File: src/rtl/seq_scan_pkg.sv
`default_nettype none
// +------------------------------------------------------------------------+
// | Module      : seq_scan_pkg                                             |
// | Description : Shared constants, depth type and the prefix/suffix       |
// |               fallback function used by the sequence-scan arbiter.     |
// | Contents    : DEF_PAT_W, DEF_PATTERN, MAX_PAT_W, depth_t,              |
// |               prefix_suffix()                                          |
// | Revision    : 1.0 - initial release                                    |
// +------------------------------------------------------------------------+
package seq_scan_pkg;

  localparam int                   DEF_PAT_W   = 4;
  localparam logic [DEF_PAT_W-1:0] DEF_PATTERN = 4'b1101;
  localparam int                   MAX_PAT_W   = 8;

  // Match depth 0..MAX_PAT_W; PAT_W itself only appears transiently
  // to flag a completion.
  typedef logic [3:0] depth_t;

  // Consider the string s = first 'len' pattern bits followed by 'b'.
  // Return the longest k (k <= max_k) such that the first k pattern bits
  // equal the last k bits of s. Pattern bit j (received j-th) lives at
  // pat[pat_w-1-j]. Loop bounds are constant so this unrolls cleanly.
  function automatic depth_t prefix_suffix(
    input logic [MAX_PAT_W-1:0] pat,
    input int                   pat_w,
    input int                   len,
    input logic                 b,
    input int                   max_k
  );
    int                   best;
    int                   si;
    logic                 ok;
    logic                 s_bit;
    logic                 p_bit;
    logic [MAX_PAT_W-1:0] sh;
    best = 0;
    for (int k = 1; k <= MAX_PAT_W; k++) begin
      if (k <= max_k && k <= len + 1) begin
        ok = 1'b1;
        for (int j = 0; j < MAX_PAT_W; j++) begin
          if (j < k) begin
            si    = len + 1 - k + j;
            sh    = pat >> (pat_w - 1 - si);
            s_bit = (si < len) ? sh[0] : b;
            sh    = pat >> (pat_w - 1 - j);
            p_bit = sh[0];
            if (p_bit != s_bit) begin
              ok = 1'b0;
            end
          end
        end
        if (ok) begin
          best = k;
        end
      end
    end
    return depth_t'(best);
  endfunction

endpackage
`default_nettype wire

File: src/rtl/seq_match_step.sv
`default_nettype none
// +------------------------------------------------------------------------+
// | Module      : seq_match_step                                           |
// | Description : Combinational pattern-match step: given the current      |
// |               match depth and one received bit, produce the next      |
// |               depth and a completion flag.                             |
// | Ports       : depth_i      current depth (0..PAT_W-1)                  |
// |               bit_i        received serial bit                         |
// |               next_depth_o depth after consuming bit_i                 |
// |               complete_o   bit_i completed the pattern                 |
// | Config      : SEQ_SCAN_OVERLAP_EN - after a completion, resume at the  |
// |               longest proper prefix-suffix of PATTERN instead of 0.    |
// | Revision    : 1.0 - initial release                                    |
// +------------------------------------------------------------------------+
module seq_match_step
  import seq_scan_pkg::*;
#(
  parameter int               PAT_W   = DEF_PAT_W,
  parameter logic [PAT_W-1:0] PATTERN = DEF_PATTERN
) (
  input  depth_t depth_i,
  input  logic   bit_i,
  output depth_t next_depth_o,
  output logic   complete_o
);

  logic [MAX_PAT_W-1:0] w_pat;
  depth_t               w_adv;
  depth_t               w_after_hit;

  always_comb begin
    w_pat              = '0;
    w_pat[PAT_W-1:0]   = PATTERN;
  end

  always_comb begin
    // A matching bit naturally yields depth+1; a mismatch falls back to
    // the longest prefix still consistent with the received history.
    w_adv = prefix_suffix(w_pat, PAT_W, int'(depth_i), bit_i, PAT_W);
`ifdef SEQ_SCAN_OVERLAP_EN
    // Full pattern just seen: keep its longest proper border.
    w_after_hit = prefix_suffix(w_pat, PAT_W, PAT_W - 1, PATTERN[0], PAT_W - 1);
`else
    w_after_hit = '0;
`endif
    complete_o   = (w_adv == depth_t'(PAT_W));
    next_depth_o = complete_o ? w_after_hit : w_adv;
  end

endmodule
`default_nettype wire

File: src/rtl/seq_scan_arbiter.sv
`default_nettype none
// +------------------------------------------------------------------------+
// | Module      : seq_scan_arbiter                                         |
// | Description : Round-robin arbiter over NCH bit-serial channels with    |
// |               one shared pattern matcher; each channel keeps its own   |
// |               match-depth context. Reports completions as a one-cycle  |
// |               hit pulse with channel index and a saturating count.     |
// | Ports       : clk, rst (async, active-high)                            |
// |               ch_valid[NCH], ch_bit[NCH]  channel requests / data      |
// |               ch_ready[NCH]               one-hot grant (comb.)        |
// |               hit, hit_ch, hit_cnt[8]     completion reporting         |
// | Config      : SEQ_SCAN_OVERLAP_EN - overlapping matches (see           |
// |               seq_match_step).                                         |
// | Revision    : 1.0 - initial release                                    |
// +------------------------------------------------------------------------+
module seq_scan_arbiter
  import seq_scan_pkg::*;
#(
  parameter int               NCH     = 4,
  parameter int               PAT_W   = DEF_PAT_W,
  parameter logic [PAT_W-1:0] PATTERN = DEF_PATTERN
) (
  input  logic                    clk,
  input  logic                    rst,
  input  logic [NCH-1:0]          ch_valid,
  input  logic [NCH-1:0]          ch_bit,
  output logic [NCH-1:0]          ch_ready,
  output logic                    hit,
  output logic [$clog2(NCH)-1:0]  hit_ch,
  output logic [7:0]              hit_cnt
);

  localparam int IDX_W = $clog2(NCH);

  depth_t           ctx_q [NCH];
  logic [IDX_W-1:0] ptr_q,     ptr_d;
  logic             hit_q,     hit_d;
  logic [IDX_W-1:0] hit_ch_q,  hit_ch_d;
  logic [7:0]       hit_cnt_q, hit_cnt_d;

  logic             w_gnt_vld;
  logic [IDX_W-1:0] w_gnt_idx;
  logic [NCH-1:0]   w_rot;
  depth_t           w_cur_depth;
  logic             w_cur_bit;
  depth_t           w_next_depth;
  logic             w_complete;

  // Rotate requests so bit 0 is the channel at ptr; the lowest set bit
  // of the rotated vector is then the round-robin winner.
  always_comb begin : p_arb
    int sum;
    sum       = 0;
    w_gnt_vld = 1'b0;
    w_rot     = NCH'({ch_valid, ch_valid} >> ptr_q);
    for (int off = NCH - 1; off >= 0; off--) begin
      if (w_rot[off]) begin
        w_gnt_vld = 1'b1;
        sum       = int'(ptr_q) + off;
      end
    end
    if (sum >= NCH) begin
      sum = sum - NCH;
    end
    w_gnt_idx = IDX_W'(sum);
  end

  assign ch_ready    = w_gnt_vld ? (NCH'(1) << w_gnt_idx) : '0;
  assign w_cur_depth = ctx_q[w_gnt_idx];
  assign w_cur_bit   = ch_bit[w_gnt_idx];

  seq_match_step #(
    .PAT_W   (PAT_W),
    .PATTERN (PATTERN)
  ) u_step (
    .depth_i      (w_cur_depth),
    .bit_i        (w_cur_bit),
    .next_depth_o (w_next_depth),
    .complete_o   (w_complete)
  );

  always_comb begin
    ptr_d     = ptr_q;
    hit_d     = 1'b0;
    hit_ch_d  = hit_ch_q;
    hit_cnt_d = hit_cnt_q;
    if (w_gnt_vld) begin
      ptr_d = (w_gnt_idx == IDX_W'(NCH - 1)) ? '0 : w_gnt_idx + 1'b1;
      if (w_complete) begin
        hit_d    = 1'b1;
        hit_ch_d = w_gnt_idx;
        if (hit_cnt_q != 8'hFF) begin
          hit_cnt_d = hit_cnt_q + 8'd1;
        end
      end
    end
  end

  always_ff @(posedge clk or posedge rst) begin
    if (rst) begin
      ptr_q     <= '0;
      hit_q     <= 1'b0;
      hit_ch_q  <= '0;
      hit_cnt_q <= '0;
      for (int i = 0; i < NCH; i++) begin
        ctx_q[i] <= '0;
      end
    end else begin
      ptr_q     <= ptr_d;
      hit_q     <= hit_d;
      hit_ch_q  <= hit_ch_d;
      hit_cnt_q <= hit_cnt_d;
      // Only the granted channel's context moves; idle channels keep
      // their partial match indefinitely.
      for (int i = 0; i < NCH; i++) begin
        if (w_gnt_vld && (w_gnt_idx == IDX_W'(i))) begin
          ctx_q[i] <= w_next_depth;
        end
      end
    end
  end

  assign hit     = hit_q;
  assign hit_ch  = hit_ch_q;
  assign hit_cnt = hit_cnt_q;

endmodule
`default_nettype wire
File: config.mk
export PLATFORM = sky130hd
export DESIGN_NAME = seq_scan_arbiter
export DESIGN_NICKNAME = d
export VERILOG_FILES = /design/src/rtl/seq_scan_pkg.sv /design/src/rtl/seq_match_step.sv /design/src/rtl/seq_scan_arbiter.sv
export SDC_FILE = /design/constraint.sdc
export NUM_CORES = 1
export LEC_CHECK = 0
export ABC_CLOCK_PERIOD_IN_PS = 5400
export BUFFER_PORTS_ARGS = -buffer_cell sky130_fd_sc_hd__buf_4
export CORE_UTILIZATION = 55
export DETAILED_ROUTE_END_ITERATION = 8
export PLACE_DENSITY = 0.72
export SKIP_LAST_GASP = 1
export SYNTH_ARGS = -nofsm -noshare
export SYNTH_HDL_FRONTEND = slang
export SYNTH_SLANG_ARGS = --single-unit
File: constraint.sdc
create_clock -name clk -period 5.4 [get_ports clk]
set_input_delay 0.27 -clock clk [delete_from_list [all_inputs] [get_ports clk]]
set_output_delay 0.27 -clock clk [all_outputs]
set_load 0.005 [all_outputs]
* Yosys cells after proc, flatten, opt, wreduce, memory -nomap -nowiden
Index checks and enable logic that the tools add are counted.
Operators by class: add/sub/neg operators 27, multiply operators 0, magnitude comparators 17, multiplexer cells 51, equality and inequality tests 5, bitwise logic cells 1, shifts and indexed selects 12, reduce and logical (&&, ||, !) cells 7, div/mod/pow operators 0
Operators with widths (number):
- 32-bit by 5-bit less-than comparator with 1-bit output | 10
- 4-bit by 32-bit >> shifter with 1-bit output, first input constant | 10
- 3-bit by 32-bit subtractor with 32-bit output, first input constant | 10
- 32-bit by 2-bit adder with 32-bit output, second input constant | 3
- 32-bit by 3-bit adder with 32-bit output, second input constant | 3
- 32-bit two-way mux | 3
- 3-bit by 32-bit less-or-equal comparator with 1-bit output, first input constant | 2
- 32-bit by 3-bit subtractor with 32-bit output, second input constant | 2
- 4-bit two-way mux | 9
- 1-bit two-way mux | 33
- 32-bit by 4-bit greater-or-equal comparator with 1-bit output, second input constant | 1
- 4-bit by 32-bit less-or-equal comparator with 1-bit output, first input constant | 1
- 32-bit by 2-bit subtractor with 32-bit output, second input constant | 1
- 32-bit by 4-bit subtractor with 32-bit output, second input constant | 1
- 8-bit by 1-bit adder with 8-bit output, second input constant | 1
- 4-bit binary-select mux with 2-bit select | 1
- 8-bit inequality test, second input constant | 1
- 8-bit by 2-bit >> shifter with 4-bit output | 1
- 2-bit by 2-bit adder with 3-bit output, second input constant | 2
- 2-bit two-way mux | 3
- 4-bit by 1-bit adder with 5-bit output, second input constant | 1
- 1-bit by 5-bit less-or-equal comparator with 1-bit output, first input constant | 1
- 2-bit == test, second input constant | 2
- 4-bit by 3-bit == test with 1-bit output, second input constant | 1
- other kinds (14) | 17
Word-level totals: RAM bits 0, bits of input ports 10, register bits after elaboration 29, memories 0, ROM bits 0, output and inout port bits 15, latch bits 0, logic and storage cells 128

* Depth between registers and ports, before layout
Gate-level depths: netlist of the first run.
depth after elaboration 29, depth in mapped cells 25, gate-level depth less buffers 23

* Modules after synthesis
A second synthesis of the first run with hierarchy kept.
Unflattened totals: cell total of the unflattened synthesis 642, area, all modules 5051.1 um2
Modules (own cells, without submodules):
- seq_match_step | cells an instance 511, area an instance 3575.9 um2, sequential area each 0.0 um2, times used 1
- seq_scan_arbiter | cells an instance 131, area an instance 1475.2 um2, sequential area each 725.7 um2, times used 1

* Least setup slack after synthesis of the first run
Ideal clock, no wire load.
kind flip-flop to flip-flop, start point register ptr_q[1], end point register hit_cnt_q[1], in the netlist hit_cnt[1], arrival time 4692 ps, path buffers 2, period minus slack after synthesis 4817 ps, stages on the path, launching flop included 25, required time 5275 ps, setup slack 583 ps, setup time 125 ps, cells stage by stage dfrtp_1 > buf_6 > or3b_1 > o221a_2 > buf_6 > clkinv_8 > mux4_2 > ha_1 > inv_1 > ha_1 > inv_1 > ha_1 > nand2_1 > ha_1 > nor4bb_1 > nor2b_1 > a31oi_1 > nor3b_1 > nand2_1 > a21oi_1 > nor3b_4 > nand2_2 > clkinv_2 > nand2_4 > mux2_4
RTL lines:
- from (decl) | RTL line seq_scan_arbiter.sv:36 | logic [IDX_W-1:0] ptr_q, ptr_d;
- from (signal assigned) | RTL line seq_scan_arbiter.sv:109 | ptr_q <= ptr_d;
- to (signal assigned) | RTL line seq_scan_arbiter.sv:112 | hit_cnt_q <= hit_cnt_d;
- to (decl) | RTL line seq_scan_arbiter.sv:39 | logic [7:0] hit_cnt_q, hit_cnt_d;

* Worst setup path after layout of the first run
start point register ptr_q[1], end point register hit_cnt_q[1], in the netlist hit_cnt[1]
On the way: word-level cells in the longest chain between the ends 28, elaborated cells between the ends (all ways) 100, classes of those cells add/sub (25); order compare (15); eq/ne (1); shift (11); mux (46); bitwise (1); reduce/logical (1)
Ends and longest elaborated chain:
- branches (longest 27 deep; another with 32-bit by 4-bit greater-or-equal comparator with 1-bit output)
- 3-bit AND reduction (no line) *
Every way passes the cells marked *. The select of a mux whose other input is x is not followed. A chain may end at the register's enable or synchronous reset.

==> metrics.md, run 1 <==
| Metric | Value |
|---|---|
| Drt initial violations | 123 |
| Maximum level of the CTS H-tree | 1 |
| Setup Slack @ Placement | 85.36 ps |
| Drt pass-1 iters | 4 |
| R2R Setup Slk | 320 ps |
| Die W | 66.88 µm |
| Cts bufs inserted | 3 |
| TritonCTS clock tree | built |
| Final setup slack of the worst path | 318.4 ps |
| Setup Viol. Count Final | 0 |
| Mapped Area | 0.002315 mm² |
| Fin crit share | 94.10% |
| Predominant post-synthesis flop cell | dfrtp_1 |
| Final instance area | 0.002646 mm² |
| Power per cell area | 541.1 mW/mm² |
| Site row count | 23 |
| Routed wl met3 | 101 µm |
| CP max FO | 10 |
| Mapped Nets | 304 |
| FF-to-FF path depth | 22 |
| Max-Cap Viols | 0 |
| Status | finished, final reports clean |
| Tot Pwr | 1.432 mW |
| Overflow after GRT | 0 |
| Initial Util | 57.45% |
| Data required time of the critical path | 5560 ps |
| Post-synthesis sequential area ratio | 27.03% |
| Synth Register Bits | 25 |
| Setup CP Type | flip-flop to flip-flop |
| Initial antenna violation count | 0 |
| Fraction of layout cells with a size suffix above 1 | 19.59% |
| Number of nets with antenna violations after routing | 0 |
| Final Critical Period | 5082 ps |
| Vias per cell | 5.575 |
| Class of the worst hold path | primary input to async pin |
| Number of global-route vias before repair | 1795 |
| Yosys cell types | 59 |
| Fmax | 196.8 MHz |
| Clk_lat worst skew | 270 ps |
| Synth Area per Inst | 8.903 µm² |
| Gpl congestion | 0.8657 |
| Worst slew pin tran | 906.8 ps |
| Static leakage | 1.314 nW |
| CP arrival | 5240 ps |
| First-pass GRT wire length | 7.921 mm |
| Max VDD drop | 304.9 µV |
| Number of fillers in the final layout | 347 |
| Startpoint types | flip-flop |
| CTS Sinks | 25 |
| Post-Route WL | 4.832 mm |
| Slew Limit Fails | 0 |
| Clock Pin Slew Worst Setup and Hold Paths | 90 ps |
| Count of boundary I/O pins | 25 |
| P&R area growth vs syn | 14.32% |
| Core Util, Final | 65.68% |
| Core Area | 0.004029 mm² |
| Die area | 0.004472 mm² |
| Warnings from Yosys | 0 |
| Cell Area, Placed | 0.002537 mm² |
| Post-Syn Instances | 260 |
| Uppermost layer routed | met4 |
| Routed wire length per instance | 14.17 µm |
| Register area | 625.6 µm² |
| Worst Setup End Kind | flip-flop |
| FFs w/ async S/R, synth | 100.0% |
| Nets | 336 |
| Root Buffer | clkbuf_8 |
| Diodes inserted | 0 |
| Die Span Y | 66.88 µm |
| Hpwl dp | 3.809 mm |
| Clock buffer depth | 2 |
| Max_slew headroom | 39.48% |
| Reg-to-reg endpoint | hit_cnt[1]$_DFFE_PP0P_ |
| Clk_skew | 8.932 ps |
| Hold Buf Count CTS | 0 |
| Overall Global Routing Usage | 23.04% |
| DRC Markers | 0 |
| EDFF count, synth | 0 |
| Port bufs | 24 |
| M1 wire length | 2.308 mm |
| Multi-input logic area | 0.001559 mm² |
| Largest net degree at the start of global routing | 26 |
| Final hold violations | 0 |
| Reg2reg start | ptr_q[1]$_DFFE_PP0N_ |
| Via count | 1901 |
| Met2 Wirelength | 2.389 mm |
cells in the final DEF, fill, tap and decap left out, drive strengths merged, types with 2 or more instances in the layout:
| master | instances |
|---|---|
| inv | 27 |
| nor3b | 2 |
| xnor2 | 7 |
| a31oi | 4 |
| mux2 | 4 |
| nor2 | 15 |
| clkbuf | 3 |
| dfrtp | 25 |
| mux4 | 2 |
| a221o | 2 |
| xor2 | 3 |
| a21oi | 12 |
| ha | 34 |
| o211ai | 2 |
| nor3 | 4 |
| nand3 | 10 |
| mux2i | 8 |
| nor2b | 6 |
| o221a | 2 |
| o22ai | 2 |
| or3 | 3 |
| nand2 | 28 |
| and3 | 5 |
| nand2b | 6 |
| o21ai | 13 |
| buf | 30 |
| clkinv | 4 |
| and2 | 5 |
state kept, by name, summed over array words and instances, names as in the netlist:
register  count
ctx_q        12
hit_cnt       8
hit_ch        2
ptr_q         2
hit           1
synth_stat cells, types with 2 or more instances:
cell      instances  area, µm²
ha_1             34      425.4
inv_1            26      97.59
nand2_1          26      97.59
dfrtp_1          25      625.6
nor2_1           14      52.55
a21oi_1          12      60.06
o21ai_0          12      60.06
nand3_1          10      50.05
mux2i_1           8      80.08
xnor2_1           7      61.31
nand2b_1          6      37.54
nor2b_1           6      37.54
and2_1            5      31.28
and3_1            5      31.28
a31oi_1           4      25.02
nor3_1            4      20.02
or3_1             3      18.77
xor2_1            3      26.28
a221o_1           2      20.02
buf_6             2      22.52
clkinv_2          2      10.01
mux2_2            2      22.52
mux2_4            2      30.03
mux4_2            2      45.04
o211ai_1          2      15.01
o221a_2           2      22.52
o22ai_1           2      12.51
worst max-delay path, stage by stage, from the launching register on:
cell and delay [ps]:
dfrtp_1 470, or3b_1 390, o221a_2 210, clkinv_8 100
mux4_2 560, ha_1 250, inv_1 70, ha_1 230
inv_1 150, ha_1 190, nand2_1 80, ha_1 330
nor4bb_4 350, nor2b_1 210, a31oi_1 100, nor3b_1 260
nand2_1 90, a21oi_1 120, nor3b_4 230, nand2_2 100
clkinv_2 130, nand2_4 70, mux2_4 310
worst max path at each step:
stage	startpoint	end	slack, ps	depth (start not counted)
global route	ptr_q[1]$_DFFE_PP0N_	hit_cnt[1]$_DFFE_PP0P_	-20	22
finish	ptr_q[1]$_DFFE_PP0N_	hit_cnt[1]$_DFFE_PP0P_	320	22
CTS	ptr_q[1]$_DFFE_PP0N_	hit_cnt[1]$_DFFE_PP0P_	70	23
global placement	ptr_q[1]$_DFFE_PP0N_	hit_cnt[1]$_DFFE_PP0P_	300	22
detailed placement	ptr_q[1]$_DFFE_PP0N_	hit_cnt[1]$_DFFE_PP0P_	90	23
floorplan	ptr_q[1]$_DFFE_PP0N_	hit_cnt[1]$_DFFE_PP0P_	580	24
per-layer routing:
metal  up-vias  track usage [%]
met1       897            31.52
met3         4            1.541
li1        977                -
met5         -                0
met4         0            4.521
met2        23            39.77
area by class of cell:
class                   count  area share [%]
inverters                  30           4.823
well taps                  50           2.364
clock inverters             1          0.1891
multi-input cells         202           58.91
repair buffers             30           8.511
clock buffers               3           1.560
flip-flops and latches     25           23.64
through the flow:
step,std cells,hold slack (ps),TNS [ps]
2_1_floorplan,260,297.3,0
6_report,341,195.5,0
3_3_place_gp,332,475.6,0
3_5_place_dp,332,472.3,0
5_1_grt,341,291.9,-17.59
4_1_cts,336,236.4,0
where the power goes:
group | leakage [nW] | total, mW | switching (mW) | internal, mW
clock network | 0.0255 | 0.108 | 0.0561 | 0.0516
logic | 0.951 | 1.08 | 0.613 | 0.462
registers | 0.338 | 0.248 | 0.0307 | 0.218
cells by family (layout without fill, tap and decap cells):
family	after synthesis	count (layout)	share of synthesized area, %
mux	14	14	7.676
buf+inv	33	64	6.702
compound gates	49	49	13.84
simple gates	95	95	22.60
fa+ha+maj	34	34	18.38
flops	25	25	27.03
xor+xnor	10	10	3.784
what timing repair did:
action / 4_1_cts / 5_1_grt
resized for setup: 0 / 4
endpoints found under the setup margin: 0 / 18
buffers inserted: 0 / 5
(Power assumes the default switching activity.)
==> inputs of run 2 (changes only) <==
--- a/config.mk
+++ b/config.mk
@@ -5,11 +5,14 @@
 export SDC_FILE = /design/constraint.sdc
 export NUM_CORES = 1
 export LEC_CHECK = 0
+export ABC_AREA = 1
 export ABC_CLOCK_PERIOD_IN_PS = 5400
 export BUFFER_PORTS_ARGS = -buffer_cell sky130_fd_sc_hd__buf_4
-export CORE_UTILIZATION = 55
+export CELL_PAD_IN_SITES_DETAIL_PLACEMENT = 1
+export CELL_PAD_IN_SITES_GLOBAL_PLACEMENT = 1
+export CORE_UTILIZATION = 44
 export DETAILED_ROUTE_END_ITERATION = 8
-export PLACE_DENSITY = 0.72
+export PLACE_DENSITY = 0.79
 export SKIP_LAST_GASP = 1
 export SYNTH_ARGS = -nofsm -noshare
 export SYNTH_HDL_FRONTEND = slang
==> metrics.md, run 2 <==
| Metric | Value |
|---|---|
| Clk_lat worst skew | 270 ps (about the same) |
| Hold Buf Count CTS | 0 (unchanged) |
| Die W | 82.49 µm (was 66.88 µm) |
| Post-synth top area share | 21.95% (was 27.03%) |
| Setup Viol. Count Final | 0 (unchanged) |
| Max reg flops | 12 (unchanged) |
| Class of the worst hold path | primary input to async pin (unchanged) |
| Warnings from Yosys | 0 (unchanged) |
| Critical Path Max Stage Delay | 500 ps (was 560 ps) |
| Commonest cells post-synth | nand2_1 (118), inv_1 (63), nand3_1 (50), nor2_1 (36), ha_1 (34) (was ha_1 (34), inv_1 (26), nand2_1 (26), dfrtp_1 (25), nor2_1 (14)) |
| Max_slew headroom | 37.97% (was 39.48%) |
| Clk_skew | 8.149 ps (was 8.932 ps) |
| Routed wire length per instance | 14.30 µm (was 14.17 µm) |
| Die Span Y | 82.49 µm (was 66.88 µm) |
| Mapped Area | 0.002850 mm² (was 0.002315 mm²) |
| Most common cell in the netlist | nand2_1 (was ha_1) |
| Fraction of layout cells with a size suffix above 1 | 16.93% (was 19.59%) |
| Fmax | 207.4 MHz (was 196.8 MHz) |
| Worst slew pin tran | 929.5 ps (was 906.8 ps) |
| Gpl congestion | 0.8267 (was 0.8657) |
| Post-synthesis sequential area ratio | 21.95% (was 27.03%) |
| Number of global-route vias before repair | 2807 (was 1795) |
| FFs w/ async S/R, synth | 100.0% (unchanged) |
| EDFF count, synth | 0 (unchanged) |
| Hpwl dp | 6.155 mm (was 3.809 mm) |
| Diodes inserted | 0 (unchanged) |
| Largest net degree at the start of global routing | 26 (unchanged) |
| Post-synth top area cell | dfrtp_1 (unchanged) |
| Number of fillers in the final layout | 834 (was 347) |
| Port bufs | 24 (unchanged) |
| Commonest non-fill, non-tap cell in the layout | nand2_1 (was ha_1) |
| Cts bufs inserted | 3 (unchanged) |
| Root Buffer | clkbuf_8 (unchanged) |
| Clock buffer depth | 2 (unchanged) |
| P&R area growth vs syn | 11.02% (was 14.32%) |
| Top cells by area, synth | dfrtp_1 (22%), nand2_1 (16%), ha_1 (15%) (was dfrtp_1 (27%), ha_1 (18%), inv_1 (4.2%)) |
| Slowest-stage cell, CP | dfrtp_2 (was mux4_2) |
| Post-Route WL | 7.493 mm (was 4.832 mm) |
| CTS Sinks | 25 (unchanged) |
| Maximum level of the CTS H-tree | 1 (unchanged) |
| Overflow after GRT | 0 (unchanged) |
| Yosys cell types | 36 (was 59) |
| Data required time of the critical path | 5610 ps (was 5560 ps) |
| Fin crit share | 89.30% (was 94.10%) |
| Startpoint types | flip-flop (unchanged) |
| TritonCTS clock tree | built (unchanged) |
| Predominant post-synthesis flop cell | dfrtp_1 (unchanged) |
| Cell Area, Placed | 0.003094 mm² (was 0.002537 mm²) |
| Overall Global Routing Usage | 23.94% (was 23.04%) |
| Worst Setup End Kind | flip-flop (unchanged) |
| Synth Area per Inst | 6.738 µm² (was 8.903 µm²) |
| Post-Syn Instances | 423 (was 260) |
| Final hold violations | 0 (unchanged) |
| Vias per cell | 5.174 (was 5.575) |
| Core Area | 0.006096 mm² (was 0.004029 mm²) |
| First-pass GRT wire length | 12.56 mm (was 7.921 mm) |
| Most frequent cells in the layout | nand2_1 (118), inv_1 (63), nand3_1 (50) (was ha_1 (34), buf_4 (30), nand2_1 (26), inv_1 (26), dfrtp_1 (25)) |
| Synth Register Bits | 25 (unchanged) |
| Drt initial violations | 67 (was 123) |
| Nets | 494 (was 336) |
| Status | finished, final reports clean (unchanged) |
| DRC Markers | 0 (unchanged) |
| Initial Util | 46.76% (was 57.45%) |
| Slew Limit Fails | 0 (unchanged) |
| Final instance area | 0.003164 mm² (was 0.002646 mm²) |
| Number of nets with antenna violations after routing | 0 (unchanged) |
| Via count | 2711 (was 1901) |
| Site row count | 28 (was 23) |
| CP arrival | 5030 ps (was 5240 ps) |
| Drt pass-1 iters | 4 (unchanged) |
| Clock Pin Slew Worst Setup and Hold Paths | 90 ps (about the same) |
| Most flop-heavy register | ctx_q (unchanged) |
| Count of boundary I/O pins | 25 (unchanged) |
| Mapped Nets | 467 (was 304) |
| Die area | 0.006804 mm² (was 0.004472 mm²) |
| Max-Cap Viols | 0 (unchanged) |
| CP max FO | 14 (was 10) |
| CP dominant cell by count | nand2_1 (was ha_1) |
| Initial antenna violation count | 0 (unchanged) |
| Final Critical Period | 4822 ps (was 5082 ps) |
| Setup CP Type | flip-flop to flip-flop (unchanged) |
## run 2: path summary, 6_finish.rpt
check	from	endpoint	slack, ps	cells past startpoint
max	ptr_q[0]$_DFFE_PP0N_	ctx_q[13]$_DFFE_PP0P_	580	33
min	rst	hit_cnt[5]$_DFFE_PP0P_	200	2
max reg2reg	ptr_q[0]$_DFFE_PP0N_	ctx_q[13]$_DFFE_PP0P_	580	33
min reg2reg	ctx_q[12]$_DFFE_PP0P_	ctx_q[12]$_DFFE_PP0P_	490	2
max in group asynchronous	rst	ptr_q[0]$_DFFE_PP0N_	4570	2
min in group clk	ctx_q[12]$_DFFE_PP0P_	ctx_q[12]$_DFFE_PP0P_	490	2
## run 2: what timing repair did
item                                    4_1_cts  5_1_grt
endpoints found under the hold margin         0        0
resized for setup                             0        6
setup buffers                                 0        0
endpoints found under the setup margin        0        8
## run 2: final cells by class
class	instances	area (µm²)	share of cell area [%]
timing repair buffer	26	195.2	6.168
tap	75	93.84	2.966
sequential	25	626.9	19.81
inverter	72	277.8	8.778
multi-input combinational	322	1922	60.74
clock buffer	3	41.29	1.305
clock inverter	1	7.507	0.2372
## run 2: through the flow
stage	setup slack [ps]	hold slack, ps	instances	util [%]	TNS [ps]
after floorplan	1323	297.3	423	-	0
final	577.9	197.9	524	51.91	0
after CTS	150.4	231.3	524	51.56	0
after detailed placement	185.3	472.9	520	50.76	0
after global placement	291.7	467.2	520	50.76	0
after global routing	-0.4650	302.6	524	51.91	-0.4650
## run 2: per-layer routing
metal,vias up,track usage (%),wire length [µm]
li1,1403,-,-
met1,1282,30.66,3620
met2,20,44.71,3740
met3,6,0.8791,73
met4,0,4.211,59
met5,-,0,0
## run 2: worst max-delay path, delay by kind of cell, from the launching register on
family	cells	cell delay, ps
and+or+nand+nor	24	2720
adders and majority gates	2	520
AOI/OAI and AO/OA	3	550
buffers and inverters	4	470
DFF	1	500
## run 2: cell families (layout without fill, tap and decap cells)
family / after synthesis / count (layout) / synth area share [%]
AND/OR/NAND/NOR: 252 / 252 / 42.54
buffers and inverters: 76 / 102 / 11.33
adder cells (fa/ha/maj): 34 / 34 / 14.93
AO/OA/AOI/OAI: 27 / 27 / 6.497
flip-flops: 25 / 25 / 21.95
XOR/XNOR: 9 / 9 / 2.766
Power of run 2 is left out: the tool's default activity adds up to more than one toggle a clock period on the data nets, which glitch-free logic cannot reach.
